===== src/rtl/apb_fnd_if.sv =====
`default_nettype none
//------------------------------------------------------------------------------
// Module   : apb_fnd_if
// Brief    : APB slot bundle (one PSELx/PRDATAx/PREADYx) for the FND peripheral
// Revision : 1.0 - initial release
//------------------------------------------------------------------------------
interface apb_fnd_if;
  logic [3:0]  PADDR;
  logic [31:0] PWDATA;
  logic        PWRITE;
  logic        PENABLE;
  logic        PSEL;
  logic [31:0] PRDATA;
  logic        PREADY;

  modport master (
    output PADDR, PWDATA, PWRITE, PENABLE, PSEL,
    input  PRDATA, PREADY
  );

  modport slave (
    input  PADDR, PWDATA, PWRITE, PENABLE, PSEL,
    output PRDATA, PREADY
  );
endinterface
`default_nettype wire


===== src/rtl/apb_fnd_periph.sv =====
`default_nettype none
//------------------------------------------------------------------------------
// Module   : apb_fnd_periph
// Brief    : APB slave with FCR/FDR/FPR registers driving a 4-digit 7-seg display
// Revision : 1.0 - initial release
//------------------------------------------------------------------------------
module apb_fnd_periph #(
  parameter int SCAN_DIV = 100_000
) (
  input  logic       PCLK,
  input  logic       PRESET,
  apb_fnd_if.slave   bus,
  output logic [3:0] fnd_comm,
  output logic [7:0] fnd_font
);

  localparam int            c_CW   = $clog2(SCAN_DIV);
  localparam logic [c_CW-1:0] c_LAST = c_CW'(SCAN_DIV - 1);

  logic            r_pready;
  logic [31:0]     r_prdata;
  logic            r_fcr;
  logic [13:0]     r_fdr;
  logic [3:0]      r_fpr;
  logic [c_CW-1:0] r_cnt;
  logic [1:0]      r_digit_sel;

  logic            w_access;
  logic [31:0]     w_rdata;
  logic [3:0]      w_d0;
  logic [3:0]      w_d1;
  logic [3:0]      w_d2;
  logic [3:0]      w_d3;
  logic [3:0]      w_dsel;

  // Gating with !PREADY keeps the completion cycle from starting a second access
  assign w_access   = bus.PSEL & bus.PENABLE & ~r_pready;
  assign bus.PREADY = r_pready;
  assign bus.PRDATA = r_prdata;

  always_comb begin
    w_rdata = 32'd0;
    case (bus.PADDR[3:2])
      2'd0:    w_rdata = {31'd0, r_fcr};
      2'd1:    w_rdata = {18'd0, r_fdr};
      2'd2:    w_rdata = {28'd0, r_fpr};
      default: w_rdata = 32'd0;
    endcase
  end

  always_ff @(posedge PCLK) begin
    if (PRESET) begin
      r_pready <= 1'b0;
      r_prdata <= 32'd0;
      r_fcr    <= 1'b0;
      r_fdr    <= 14'd0;
      r_fpr    <= 4'd0;
    end else begin
      r_pready <= w_access;
      if (w_access && bus.PWRITE) begin
        case (bus.PADDR[3:2])
          2'd0:    r_fcr <= bus.PWDATA[0];
          2'd1:    r_fdr <= bus.PWDATA[13:0];
          2'd2:    r_fpr <= bus.PWDATA[3:0];
          default: ;
        endcase
      end
      if (w_access && !bus.PWRITE) begin
        r_prdata <= w_rdata;
      end
    end
  end

  // Digit scan runs regardless of the display enable
  always_ff @(posedge PCLK) begin
    if (PRESET) begin
      r_cnt       <= '0;
      r_digit_sel <= 2'd0;
    end else if (r_cnt == c_LAST) begin
      r_cnt       <= '0;
      r_digit_sel <= r_digit_sel + 2'd1;
    end else begin
      r_cnt <= r_cnt + 1'b1;
    end
  end

  assign w_d0 = 4'(r_fdr % 14'd10);
  assign w_d1 = 4'((r_fdr / 14'd10) % 14'd10);
  assign w_d2 = 4'((r_fdr / 14'd100) % 14'd10);
  assign w_d3 = 4'((r_fdr / 14'd1000) % 14'd10);

  always_comb begin
    case (r_digit_sel)
      2'd0:    w_dsel = w_d0;
      2'd1:    w_dsel = w_d1;
      2'd2:    w_dsel = w_d2;
      default: w_dsel = w_d3;
    endcase
  end

  function automatic logic [6:0] f_seg(input logic [3:0] d);
    case (d)
      4'd0:    f_seg = 7'h40;
      4'd1:    f_seg = 7'h79;
      4'd2:    f_seg = 7'h24;
      4'd3:    f_seg = 7'h30;
      4'd4:    f_seg = 7'h19;
      4'd5:    f_seg = 7'h12;
      4'd6:    f_seg = 7'h02;
      4'd7:    f_seg = 7'h78;
      4'd8:    f_seg = 7'h00;
      4'd9:    f_seg = 7'h10;
      default: f_seg = 7'h7F;
    endcase
  endfunction

  always_comb begin
    fnd_comm = 4'hF;
    fnd_font = 8'hFF;
    if (r_fcr) begin
      fnd_comm = ~(4'b0001 << r_digit_sel);
      fnd_font = {~r_fpr[r_digit_sel], f_seg(w_dsel)};
    end
  end

endmodule
`default_nettype wire


===== src/flat_wrapper.sv =====
// flat-port wrapper written by rule: the top's interface ports become plain ports
module apb_fnd_periph_flat 
#(
  parameter int SCAN_DIV = 100_000
)
  (PCLK, PRESET, fnd_comm, fnd_font, bus_PADDR, bus_PWDATA, bus_PWRITE, bus_PENABLE, bus_PSEL, bus_PRDATA, bus_PREADY);
  apb_fnd_if bus_i ();
  input  logic PCLK;
  input  logic PRESET;
  output logic [3:0] fnd_comm;
  output logic [7:0] fnd_font;
  input wire logic [$bits(bus_i.PADDR)-1:0] bus_PADDR;
  input wire logic [$bits(bus_i.PWDATA)-1:0] bus_PWDATA;
  input wire logic [$bits(bus_i.PWRITE)-1:0] bus_PWRITE;
  input wire logic [$bits(bus_i.PENABLE)-1:0] bus_PENABLE;
  input wire logic [$bits(bus_i.PSEL)-1:0] bus_PSEL;
  output wire logic [$bits(bus_i.PRDATA)-1:0] bus_PRDATA;
  output wire logic [$bits(bus_i.PREADY)-1:0] bus_PREADY;
  assign bus_i.PADDR = bus_PADDR;
  assign bus_i.PWDATA = bus_PWDATA;
  assign bus_i.PWRITE = bus_PWRITE;
  assign bus_i.PENABLE = bus_PENABLE;
  assign bus_i.PSEL = bus_PSEL;
  assign bus_PRDATA = bus_i.PRDATA;
  assign bus_PREADY = bus_i.PREADY;
  apb_fnd_periph #(.SCAN_DIV(SCAN_DIV)) u_core (.PCLK(PCLK), .PRESET(PRESET), .bus(bus_i), .fnd_comm(fnd_comm), .fnd_font(fnd_font));
endmodule

===== config.mk =====
export PLATFORM = sky130hd
export DESIGN_NAME = apb_fnd_periph_flat
export DESIGN_NICKNAME = d
export VERILOG_FILES = /design/src/rtl/apb_fnd_if.sv /design/src/rtl/apb_fnd_periph.sv /design/src/flat_wrapper.sv
export SDC_FILE = /design/constraint.sdc
export NUM_CORES = 1
export LEC_CHECK = 0
export BUFFER_PORTS_ARGS = -buffer_cell sky130_fd_sc_hd__buf_2
export CAP_MARGIN = 15
export CORE_ASPECT_RATIO = 1.1
export CORE_MARGIN = 4
export CORE_UTILIZATION = 44
export DETAILED_ROUTE_END_ITERATION = 10
export PLACE_DENSITY_LB_ADDON = 0.25
export SETUP_SLACK_MARGIN = 0.05
export SYNTH_ARGS = -nofsm -noshare
export SYNTH_HDL_FRONTEND = slang
export SYNTH_SLANG_ARGS = --single-unit
export TNS_END_PERCENT = 5

===== constraint.sdc =====
create_clock -name PCLK -period 34.6 [get_ports PCLK]
set_clock_uncertainty 0.15 [all_clocks]
set_input_delay 5.19 -clock PCLK [delete_from_list [all_inputs] [get_ports PCLK]]
set_output_delay 5.19 -clock PCLK [all_outputs]
set_load 0.02 [all_outputs]

==> flow_results.xml <==
<?xml version="1.0" encoding="UTF-8"?>
<metrics>
  <group name="worst_hold_path">
    <metric name="timing.hold.worst_path_depth" unit="">2</metric>
    <metric name="hp-class" unit="">flop to flop</metric>
    <metric name="min_delay_worst_endpoint" unit="">u_core.bus.PRDATA[10]$_SDFFE_PP0P_</metric>
    <metric name="hold_path.startpoint" unit="">u_core.bus.PRDATA[10]$_SDFFE_PP0P_</metric>
  </group>
  <group name="floorplan">
    <metric name="dieWidth" unit="um">142</metric>
    <metric name="die_area" unit="um^2">22200</metric>
    <metric name="fp-row-count" unit="">53</metric>
    <metric name="start_util" unit="">0.452</metric>
    <metric name="io-pin-count" unit="">86</metric>
    <metric name="die_height" unit="um">156</metric>
    <metric name="coreArea" unit="um^2">19300</metric>
  </group>
  <group name="timing">
    <metric name="rsz0062_at_grt" unit="">false</metric>
    <metric name="timing.fmax" unit="MHz">31.0</metric>
    <metric name="timing.max_slew.rel_slack" unit="">0.327</metric>
    <metric name="timing.final.crit_share" unit="">0.932</metric>
    <metric name="final.setup.tns" unit="ns">0</metric>
    <metric name="tightestPinTransition" unit="ns">1.01</metric>
    <metric name="hold_violations" unit="">0</metric>
    <metric name="timing.final.max_slew_violations" unit="">0</metric>
    <metric name="setup_violations" unit="">0</metric>
    <metric name="final.min_clock_period" unit="ns">32.24</metric>
    <metric name="final.hold.worst_slack" unit="ns">0.300</metric>
  </group>
  <group name="global_route">
    <metric name="grt_pass1_wl" unit="um">39800</metric>
    <metric name="grt_max_degree" unit="">39</metric>
    <metric name="first_global_vias" unit="">8319</metric>
    <metric name="grt_use_total" unit="">0.209</metric>
    <metric name="grt_overflow_total" unit="">0</metric>
    <metric name="number_of_antenna_violations_at_the_first_check_in_global_routing" unit="">0</metric>
  </group>
  <group name="logic_synthesis">
    <metric name="synthArstFlopShare" unit="">0</metric>
    <metric name="synth-edff-count" unit="">0</metric>
    <metric name="netlist_top_cells_area" unit="">sky130_fd_sc_hd__ha_1 12%, sky130_fd_sc_hd__dfxtp_1 12%, sky130_fd_sc_hd__nor2_1 5.9%</metric>
    <metric name="yosys.cell_types.count" unit="">99</metric>
    <metric name="syn_avg_cell_area" unit="um^2">7.04</metric>
    <metric name="synth_area" unit="um^2">8730</metric>
    <metric name="synth_warnings" unit="">0</metric>
    <metric name="synth_cells" unit="">1239</metric>
    <metric name="postSynth.topFlopCell" unit="">sky130_fd_sc_hd__dfxtp_1</metric>
    <metric name="synth.top_cell.area_share" unit="">0.125</metric>
    <metric name="synthDominantAreaCellType" unit="">sky130_fd_sc_hd__ha_1</metric>
    <metric name="synth_seq_cells" unit="">53</metric>
    <metric name="yosys-top-cells-count" unit="">138 x sky130_fd_sc_hd__nor2_1, 137 x sky130_fd_sc_hd__nand2_1, 90 x sky130_fd_sc_hd__a21oi_1</metric>
    <metric name="sequential_cell_area_fraction_in_the_yosys_report" unit="">0.122</metric>
    <metric name="synthMostInstantiatedCell" unit="">sky130_fd_sc_hd__nor2_1</metric>
  </group>
  <group name="pwr">
    <metric name="pwr_density_cell" unit="nW/um^2">16.4</metric>
    <metric name="switching_share" unit="">0.310</metric>
    <metric name="vdd.ir_drop.worst" unit="uV">40.5</metric>
    <metric name="p_clk_frac" unit="">0.338</metric>
    <metric name="sequentialPowerShare" unit="">0.414</metric>
    <metric name="leakagePower" unit="nW">4.01</metric>
    <metric name="power.internal" unit="mW">0.105</metric>
    <metric name="switchingPower" unit="mW">0.0471</metric>
    <metric name="combPwrFrac" unit="">0.248</metric>
  </group>
  <group name="worst_setup_path">
    <metric name="worst_setup_path_end_kind" unit="">output pin</metric>
    <metric name="cp_slowest_cell" unit="">sky130_fd_sc_hd__a211o_1</metric>
    <metric name="rr_startpoint" unit="">u_core.r_cnt[0]$_SDFF_PP0_</metric>
    <metric name="critical_path_peak_fanout" unit="">13</metric>
    <metric name="cp.arrival" unit="ns">26.90</metric>
    <metric name="timing_worst_setup_path_type" unit="">flop to output pin</metric>
    <metric name="crit_top_cell" unit="">sky130_fd_sc_hd__ha_1</metric>
    <metric name="max_stage_delay" unit="ns">0.53</metric>
    <metric name="worst_reg2reg_setup_slack" unit="ns">32.43</metric>
    <metric name="ff2ff_path_depth" unit="">7</metric>
    <metric name="rr_endpoint" unit="">u_core.r_cnt[16]$_SDFF_PP0_</metric>
    <metric name="startpoint_kind_of_the_worst_setup_timing_path" unit="">flop</metric>
    <metric name="critical_path_required" unit="ns">29.26</metric>
  </group>
  <group name="route">
    <metric name="post-route-drc-count" unit="">0</metric>
    <metric name="wire_per_inst" unit="um">15.7</metric>
    <metric name="via_count" unit="">8943</metric>
    <metric name="dr.first_iter.drc_count" unit="">515</metric>
    <metric name="ant_nets" unit="">0</metric>
    <metric name="route.final.wire_length" unit="um">23500</metric>
    <metric name="vias_per_cell" unit="">5.98</metric>
    <metric name="first_pass_drt_iterations" unit="">5</metric>
  </group>
  <group name="clocking">
    <metric name="holdBufCountCts" unit="">0</metric>
    <metric name="worst_skew_pair.late_latency" unit="ns">0.29</metric>
    <metric name="clk_path_buf_depth" unit="">2</metric>
    <metric name="number_of_sinks_driven_by_the_clock_tree" unit="">53</metric>
    <metric name="cts.reportedPaths.clkPinSlew" unit="ns">0.07</metric>
    <metric name="cts_htree_levels" unit="">2</metric>
    <metric name="cts_root_buffer" unit="">sky130_fd_sc_hd__clkbuf_16</metric>
    <metric name="numCtsBuffers" unit="">5</metric>
    <metric name="tritoncts" unit="">done</metric>
  </group>
  <group name="final_layout">
    <metric name="layout-drive-gt1-share" unit="">0.119</metric>
    <metric name="nNetsFinal" unit="">1375</metric>
    <metric name="antenna_cells" unit="">0</metric>
    <metric name="area.growth.synth_to_final" unit="%">6.27</metric>
  </group>
  <group name="place">
    <metric name="placement.io_buffers" unit="">47</metric>
    <metric name="globalplace.congestion" unit="">0.923</metric>
    <metric name="post-dp-hpwl" unit="um">18000</metric>
  </group>
  <group name="flow_run">
    <metric name="max-cap-violations" unit="">0</metric>
  </group>
  <group name="run_status">
    <metric name="status" unit="">completed</metric>
  </group>
</metrics>
[layer usage]
layer  vias to the layer above  GRT usage  part of all wire
met2                       194      0.365              0.49
met5                         -          0                 0
met3                        26     0.0196             0.035
met1                      4168      0.281              0.46
met4                         0     0.0416             0.012
li1                       4555          -                 -
[per-stage QoR]
stage           util  cell area [um^2]  instances  setup WS [ns]  power, mW
4_1_cts        0.476              9180       1489           1.50      0.153
5_1_grt        0.481              9270       1495          0.113      0.160
3_5_place_dp   0.468              9020       1481           1.91      0.101
2_1_floorplan      -              8790       1256           5.68     0.0948
3_3_place_gp   0.468              9020       1481           2.10      0.101
6_report       0.481              9270       1495           2.36      0.152
[power groups by stage]
stage	registers, mW	clock network, mW	logic (mW)
final	0.0628	0.0514	0.0377
after global routing	0.0629	0.0553	0.0422
after CTS	0.0628	0.0528	0.0371
after detailed placement	0.0642	0	0.0370
after global placement	0.0642	0	0.0365
after floorplan	0.0641	0	0.0306
[flip-flops by register name, summed over array words and instances, names as in the netlist]
name,count
u_core.r_digit_sel,2
u_core.r_fcr,1
u_core.r_fdr,14
u_core.r_cnt,17
u_core.bus.PREADY,1
u_core.r_fpr,4
u_core.bus.PRDATA,14
[kinds of logic after synthesis]
family | Yosys count | synth area share
buf+inv | 135 | 0.0671
other cells | 1 | 0.000430
xor+xnor | 53 | 0.0541
compound gates | 368 | 0.300
simple gates | 498 | 0.276
fa+ha+maj | 87 | 0.125
flops | 53 | 0.122
mux | 44 | 0.0558
[repair_timing]
| action | 4_1_cts | 5_1_grt |
|---|---|---|
| buffers inserted | 0 | 2 |
| endpoints found under the setup margin | 0 | 7 |
| gates resized for setup | 0 | 15 |
[worst max-delay path by stage]
| stage | slack, ns | depth (start not counted) | from | endpoint |
|---|---|---|---|---|
| finish | 2.36 | 117 | u_core.r_digit_sel[1]$_SDFFE_PP0P_ | fnd_font[0] |
| global placement | 2.10 | 116 | u_core.r_digit_sel[0]$_SDFFE_PP0P_ | fnd_font[0] |
| CTS | 1.50 | 116 | u_core.r_digit_sel[0]$_SDFFE_PP0P_ | fnd_font[0] |
| global route | 0.11 | 123 | u_core.r_digit_sel[1]$_SDFFE_PP0P_ | fnd_font[4] |
| floorplan | 5.68 | 121 | u_core.r_digit_sel[0]$_SDFFE_PP0P_ | fnd_font[6] |
| detailed placement | 1.91 | 116 | u_core.r_digit_sel[0]$_SDFFE_PP0P_ | fnd_font[0] |
[worst max-delay path, delay by kind of cell (launching register included)]
kind / cells / cell delay (ns)
AND/OR/NAND/NOR: 33 / 6.80
flip-flops: 1 / 0.39
adder cells (fa/ha/maj): 15 / 4.49
AO/OA/AOI/OAI: 49 / 10.00
buffers and inverters: 10 / 1.35
multiplexers: 10 / 3.51
[layout by cell type (no fill, tap or decap), drive strengths merged, types with 19 or more instances in the layout]
| cell | count |
|---|---|
| a21o | 27 |
| a21oi | 94 |
| a31oi | 19 |
| buf | 58 |
| dfxtp | 53 |
| ha | 87 |
| inv | 60 |
| mux2i | 29 |
| nand2 | 138 |
| nand3 | 40 |
| nor2 | 139 |
| nor3 | 45 |
| o21a | 23 |
| o21ai | 67 |
| or3 | 19 |
| xnor2 | 34 |
| xor2 | 19 |
[final cells by class]
class / instances / area [um^2]
Sequential cell: 53 / 1060
Multi-Input combinational cell: 1068 / 7200
Timing Repair Buffer: 58 / 315
Tap cell: 247 / 309
Clock buffer: 6 / 139
Inverter: 61 / 233
Clock inverter: 2 / 17.5
Fill cell: 1937 / 10000
Note: power is estimated with default switching activity, not from simulation.
